## src/rtl/bw_ctu_clk_div_gen_pkg.sv

```systemverilog
// Shared definitions for the CTU clock-divider enable generator:
// FSM state encoding, default counter width and the smallest legal ratio.
package bw_ctu_clk_div_gen_pkg;

  localparam int CNT_W_DEF = 5;
  localparam int MIN_RATIO = 2;

  typedef enum logic [1:0] {
    ST_IDLE  = 2'd0,
    ST_RUN   = 2'd1,
    ST_DRAIN = 2'd2
  } div_state_e;

endpackage

```

## src/rtl/bw_ctu_clk_div_gen.sv

```systemverilog
// CTU clock-divider enable generator.
// Produces registered div0/div1 enables that a downstream sync-mux combines
// into a 50%-duty divided clock. The divide ratio is loaded through a
// vld/rdy handshake and only ever changes on a period boundary.
// Optional feature: define BW_CTU_CLK_DIV_ALIGN_EN to add the div_align
// output, a one-cycle pulse on the first cycle (cnt==0) of every period.
module bw_ctu_clk_div_gen
  import bw_ctu_clk_div_gen_pkg::*;
#(
  parameter int CNT_W     = CNT_W_DEF,
  parameter int RST_RATIO = 2
) (
  input  logic             pll_clk_out,
  input  logic             arst_l,
  input  logic             div_en,
  input  logic             cfg_vld,
  input  logic [CNT_W-1:0] cfg_ratio,
  output logic             cfg_rdy,
  output logic             cfg_err,
  output logic             div0,
  output logic             div1,
  output logic             div_active
`ifdef BW_CTU_CLK_DIV_ALIGN_EN
  ,
  output logic             div_align
`endif
);

  localparam logic [CNT_W-1:0] MIN_RATIO_W = CNT_W'(MIN_RATIO);
  localparam logic [CNT_W-1:0] RST_RATIO_W = CNT_W'(RST_RATIO);
  localparam logic [CNT_W-1:0] ONE_W       = CNT_W'(1);

  div_state_e       state_reg, state_next;
  logic [CNT_W-1:0] cnt_reg, cnt_next;
  logic [CNT_W-1:0] ratio_reg, ratio_next;
  logic [CNT_W-1:0] pend_ratio_reg, pend_ratio_next;
  logic             pend_reg, pend_next;
  logic             div0_reg, div0_next;
  logic             div1_reg, div1_next;
  logic             cfg_err_reg, cfg_err_next;
`ifdef BW_CTU_CLK_DIV_ALIGN_EN
  logic             align_reg, align_next;
`endif

  logic             accept;
  logic             legal;
  logic             wrap;
  logic             active_next;
  logic [CNT_W-1:0] half_next;

  // Handshake and period-boundary decode from the current registered state.
  assign accept = cfg_vld & ~pend_reg;
  assign legal  = (cfg_ratio >= MIN_RATIO_W);
  assign wrap   = (cnt_reg == (ratio_reg - ONE_W));

  // Next state, count, ratio bookkeeping and the enables for the next cycle.
  always_comb begin
    state_next      = state_reg;
    cnt_next        = cnt_reg;
    ratio_next      = ratio_reg;
    pend_ratio_next = pend_ratio_reg;
    pend_next       = pend_reg;
    cfg_err_next    = accept & ~legal;

    case (state_reg)
      ST_IDLE: begin
        // Divider stopped: a legal ratio takes effect immediately.
        if (accept && legal) begin
          ratio_next = cfg_ratio;
        end
        if (div_en) begin
          state_next = ST_RUN;
          cnt_next   = '0;
        end
      end
      ST_RUN, ST_DRAIN: begin
        if (wrap) begin
          cnt_next = '0;
          // A held ratio is only swapped in on a period boundary.
          if (pend_reg) begin
            ratio_next = pend_ratio_reg;
            pend_next  = 1'b0;
          end
        end else begin
          cnt_next = cnt_reg + ONE_W;
        end
        // pend_reg is clear whenever accept is set, so this never races
        // the clear above; a ratio taken on a wrap waits a full period.
        if (accept && legal) begin
          pend_next       = 1'b1;
          pend_ratio_next = cfg_ratio;
        end
        if (state_reg == ST_RUN) begin
          if (!div_en) begin
            state_next = ST_DRAIN;
          end
        end else begin
          if (div_en) begin
            state_next = ST_RUN;
          end else if (wrap) begin
            state_next = ST_IDLE;
          end
        end
      end
      default: begin
        state_next = ST_IDLE;
        cnt_next   = '0;
      end
    endcase

    active_next = (state_next != ST_IDLE);
    half_next   = ratio_next >> 1;
    div0_next   = active_next && (cnt_next < half_next);
    div1_next   = div0_next && ratio_next[0];
`ifdef BW_CTU_CLK_DIV_ALIGN_EN
    align_next  = active_next && (cnt_next == '0);
`endif
  end

  // State, counter, ratio and output registers with asynchronous reset.
  always_ff @(posedge pll_clk_out or negedge arst_l) begin
    if (!arst_l) begin
      state_reg      <= ST_IDLE;
      cnt_reg        <= '0;
      ratio_reg      <= RST_RATIO_W;
      pend_ratio_reg <= '0;
      pend_reg       <= 1'b0;
      div0_reg       <= 1'b0;
      div1_reg       <= 1'b0;
      cfg_err_reg    <= 1'b0;
    end else begin
      state_reg      <= state_next;
      cnt_reg        <= cnt_next;
      ratio_reg      <= ratio_next;
      pend_ratio_reg <= pend_ratio_next;
      pend_reg       <= pend_next;
      div0_reg       <= div0_next;
      div1_reg       <= div1_next;
      cfg_err_reg    <= cfg_err_next;
    end
  end

`ifdef BW_CTU_CLK_DIV_ALIGN_EN
  // Period-start pulse register.
  always_ff @(posedge pll_clk_out or negedge arst_l) begin
    if (!arst_l) begin
      align_reg <= 1'b0;
    end else begin
      align_reg <= align_next;
    end
  end

  assign div_align = align_reg;
`endif

  assign div0       = div0_reg;
  assign div1       = div1_reg;
  assign cfg_err    = cfg_err_reg;
  assign cfg_rdy    = ~pend_reg;
  assign div_active = (state_reg != ST_IDLE);

endmodule

```

## config.mk

```make
export PLATFORM = sky130hd
export DESIGN_NAME = bw_ctu_clk_div_gen
export DESIGN_NICKNAME = d
export VERILOG_FILES = /design/src/rtl/bw_ctu_clk_div_gen_pkg.sv /design/src/rtl/bw_ctu_clk_div_gen.sv
export SDC_FILE = /design/constraint.sdc
export NUM_CORES = 1
export LEC_CHECK = 0
export BUFFER_PORTS_ARGS = -buffer_cell sky130_fd_sc_hd__buf_2
export CAP_MARGIN = 20
export CORE_UTILIZATION = 62
export DETAILED_ROUTE_END_ITERATION = 10
export PLACE_DENSITY = 0.93
export SLEW_MARGIN = 30
export SYNTH_ARGS = -nofsm -noshare
export SYNTH_HDL_FRONTEND = slang
export SYNTH_SLANG_ARGS = --single-unit
```

## constraint.sdc

```tcl
create_clock -name pll_clk_out -period 6.57 [get_ports pll_clk_out]
set_input_delay 0 -clock pll_clk_out [delete_from_list [all_inputs] [get_ports pll_clk_out]]
set_output_delay 0 -clock pll_clk_out [all_outputs]
set_load 0.02 [all_outputs]
```

==> impl_results.md <==
* Setup crit start kind: flip-flop
* Setup bufs post-CTS at 0
* GR Layer Usage met1 at 44.49%
* Final Hold Viols at 0
* DR vias at 1297
* Leak Pwr at 0.7409 nW
* Required time of the critical path at 6790 ps
* Sw frac at 48.95%
* TritonCTS clock tree: done
* Root buffer selected by CTS: clkbuf_4
* Crit path arrival time at 4150 ps
* Power per cell area at 495.4 nW/um2
* Clock sinks at 21
* Clock-pin slew on the worst setup and hold paths at 120 ps
* Global-route wire length before repair at 6.051 mm
* P_int at 0.3974 mW
* Max clock buf depth at 2
* Die footprint at 2463 um2
* RSZ-0062 raised after global routing: false
* CP Cell Sequence: inv_1 > ha_1 > or3_1 > a311oi_2 > buf_4 > nand2_4 > a21o_1 > a21oi_1 > ha_1 > a21o_1 > a221oi_1 > o31ai_1 > a211o_1 > nor2_1
* Drt pass-1 iters at 5
* CP bufs+invs at 2
* Number of antenna diodes at 0
* Synth Cell Area at 1406 um2
* Final HPWL from detailed placement at 2.236 mm
* FF-to-FF End: div0$_DFF_PN0_
* R2R setup slack at 2630 ps
* Final Skew at 6.655 ps
* Share of flip-flops with an asynchronous set or reset at 100.0%
* Post-route DRC at 0
* Crit path max-delay family: compound AO/OA/AOI/OAI gates
* Largest net degree at the start of global routing at 22
* Drt wl/cell at 19.69 um
* Die height at 49.63 um
* Max cap viols at 0
* I/O pin total at 14
* FF-to-FF Start: ratio_reg[1]$_DFF_PN1_
* Post-CTS sizing at 0
* Core Footprint at 2042 um2
* IR drop worst, VDD at 515.5 uV
* Die W at 49.63 um
* Max FO, Critical Path at 7
* Layout cells sized above 1 at 19.75%
* Crit Path Class: reg -> reg
* Row count at 16
* RD Place Congestion at 0.8880
* Insertion delay to the later sink of the worst-skew pair at 310 ps
* Achievable frequency at 254.0 MHz
* Psw at 0.3811 mW
* Global route hottest layer: met2
* Worst min path class: in -> reg
* EDFF count, synth at 0
* Cell count after synthesis at 142
* Gr ovfl total at 0
* H-tree depth at 1
* Worst slew pin tran at 541.1 ps
* Comb pwr share at 61.3%
* Hold Worst Slack at 137.6 ps
* Clock power share at 8.1%
* Mean Syn Cell Area at 9.904 um2
* Hold endpoint: state_reg[1]$_DFF_PN0_
* Pins Over Slew Limit at 0
* Nets@finish at 180
* Hold path cells at 3
* Fin crit share at 59.93%
* Synth-to-layout area growth at 11.74%
* Critical path's largest stage delay at 590 ps
* FF-to-FF path depth at 14
* Worst setup EP type: flip-flop
* Net count after synthesis at 159
* Iteration-0 DRC Markers at 52
* Number of port buffers at 13
* Yosys Warn Count at 0
* Met3 GRT Util at 3.704%
* Status: completed
* Final min period at 3938 ps
* Initial antenna violation count at 0
* Total track usage at 33.44%
* Post-synth cell types at 50
* Filler instances at 122
* Starting density of the core at 68.87%
* Crit-path slowest cell: dfstp_2
* Normalized max-slew margin at 63.93%
* Vias per Instance at 6.862
* Top_reg_cell synth: dfrtp_1
* Post-route antenna net violation count at 0
* Share of power burned in registers at 30.6%
* Hold Startpoint: div_en
* Final setup violation count at 0
* Sequential area share after synthesis at 37.46%
* Vias in the first global route at 1231
* M2 GR Usage at 53.15%
* Final TNS setup at 0 ps
* Final Routed Wirelength at 3.721 mm
* Synth Register Bits at 21
* Num CTS Buffers at 3
[per-layer routing]
metal	vias to the layer above	wire, um
met5	-	0
met4	0	205
met3	28	409
met2	112	1708
met1	591	1397
li1	566	-
[final cells by class]
cell class | count | area (um2) | area share [%]
Multi-Input combinational cell | 107 | 808.3 | 51.43
Inverter | 9 | 33.78 | 2.150
Timing Repair Buffer | 21 | 142.6 | 9.076
Clock buffer | 4 | 26.28 | 1.672
Tap cell | 27 | 33.78 | 2.150
Sequential cell | 21 | 526.8 | 33.52
[kinds of logic after synthesis]
group	synth area share [%]
flip-flops	37.46
buffers and inverters	5.071
XOR/XNOR	4.360
AO/OA/AOI/OAI	20.73
multiplexers	4.804
adder cells (fa/ha/maj)	8.541
AND/OR/NAND/NOR	19.04
[power by group through the flow]
stage / Sequential [mW] / Clock [mW] / Combinational (mW)
CTS: 0.232 / 0.0636 / 0.449
global route: 0.243 / 0.0686 / 0.517
detailed placement: 0.234 / 0 / 0.436
global placement: 0.230 / 0 / 0.417
finish: 0.238 / 0.0630 / 0.477
floorplan: 0.221 / 0 / 0.356
[metrics by stage]
step	total power [mW]	std cells	setup WS, ps	util, %	instance area [um2]
floorplan	0.5774	142	3290	-	1406
global placement	0.6476	177	2742	71.88	1468
detailed placement	0.6703	177	2566	71.88	1468
CTS	0.7445	188	2532	76.59	1564
global route	0.8289	189	2433	76.96	1572
finish	0.7785	189	2632	76.96	1572
[worst register-to-register path, cell delays in order, from the launching register on]
cell,delay (ps)
dfstp_2,590
inv_1,60
ha_1,200
or3_1,390
a311oi_2,540
buf_4,260
nand2_4,60
a21o_1,250
a21oi_1,220
ha_1,270
a21o_1,160
a221oi_1,240
o31ai_1,110
a211o_1,320
nor2_1,180
[cells in the final DEF, fill, tap and decap left out, types with 2 or more instances in the layout]
cell type	n
nor2b_1	3
mux2_2	6
dlygate4sd3_1	7
ha_1	8
nor2_1	6
o21ai_0	6
nand2b_1	3
a22oi_1	2
maj3_1	2
nand3_1	5
inv_1	9
xor2_1	4
a21o_1	5
buf_2	13
clkbuf_4	3
dfrtp_1	20
a311oi_1	2
or3_1	2
xnor2_1	3
nand2_1	10
a21oi_1	7
nor3_1	3
a32oi_1	4
[worst max-delay path by stage]
stage	to	from	depth (start not counted)	slack, ps
2_1_floorplan	div1$_DFF_PN0_	ratio_reg[1]$_DFF_PN1_	14	3290
3_3_place_gp	div1$_DFF_PN0_	ratio_reg[1]$_DFF_PN1_	13	2740
3_5_place_dp	div1$_DFF_PN0_	ratio_reg[1]$_DFF_PN1_	13	2570
4_1_cts	div0$_DFF_PN0_	ratio_reg[1]$_DFF_PN1_	13	2530
5_1_grt	div0$_DFF_PN0_	ratio_reg[1]$_DFF_PN1_	14	2430
6_report	div0$_DFF_PN0_	ratio_reg[1]$_DFF_PN1_	14	2630
[cells in the mapped netlist (2+ instances only)]
library cell / instances / area, um2
a21oi_1: 7 / 35.03
maj3_1: 2 / 20.02
o21ai_0: 6 / 30.03
a21o_1: 5 / 37.54
a22oi_1: 2 / 15.01
or3_1: 2 / 12.51
nor2b_1: 3 / 18.77
xnor2_1: 3 / 26.28
nor2_1: 6 / 22.52
xor2_1: 4 / 35.03
inv_1: 9 / 33.78
a32oi_1: 4 / 35.03
nand2_1: 10 / 37.54
nand3_1: 5 / 25.02
ha_1: 8 / 100.1
mux2_2: 6 / 67.56
buf_6: 2 / 22.52
nor3_1: 3 / 15.01
a311oi_1: 2 / 17.52
nand2b_1: 3 / 18.77
dfrtp_1: 20 / 500.5
clkbuf_1: 2 / 7.510
[timing repair]
action | in CTS | in global routing
hold buffers | 7 | 0
setup endpoints to repair | 0 | 0
endpoints found under the hold margin | 27 | 0
Power figures use the tool's default switching activity.
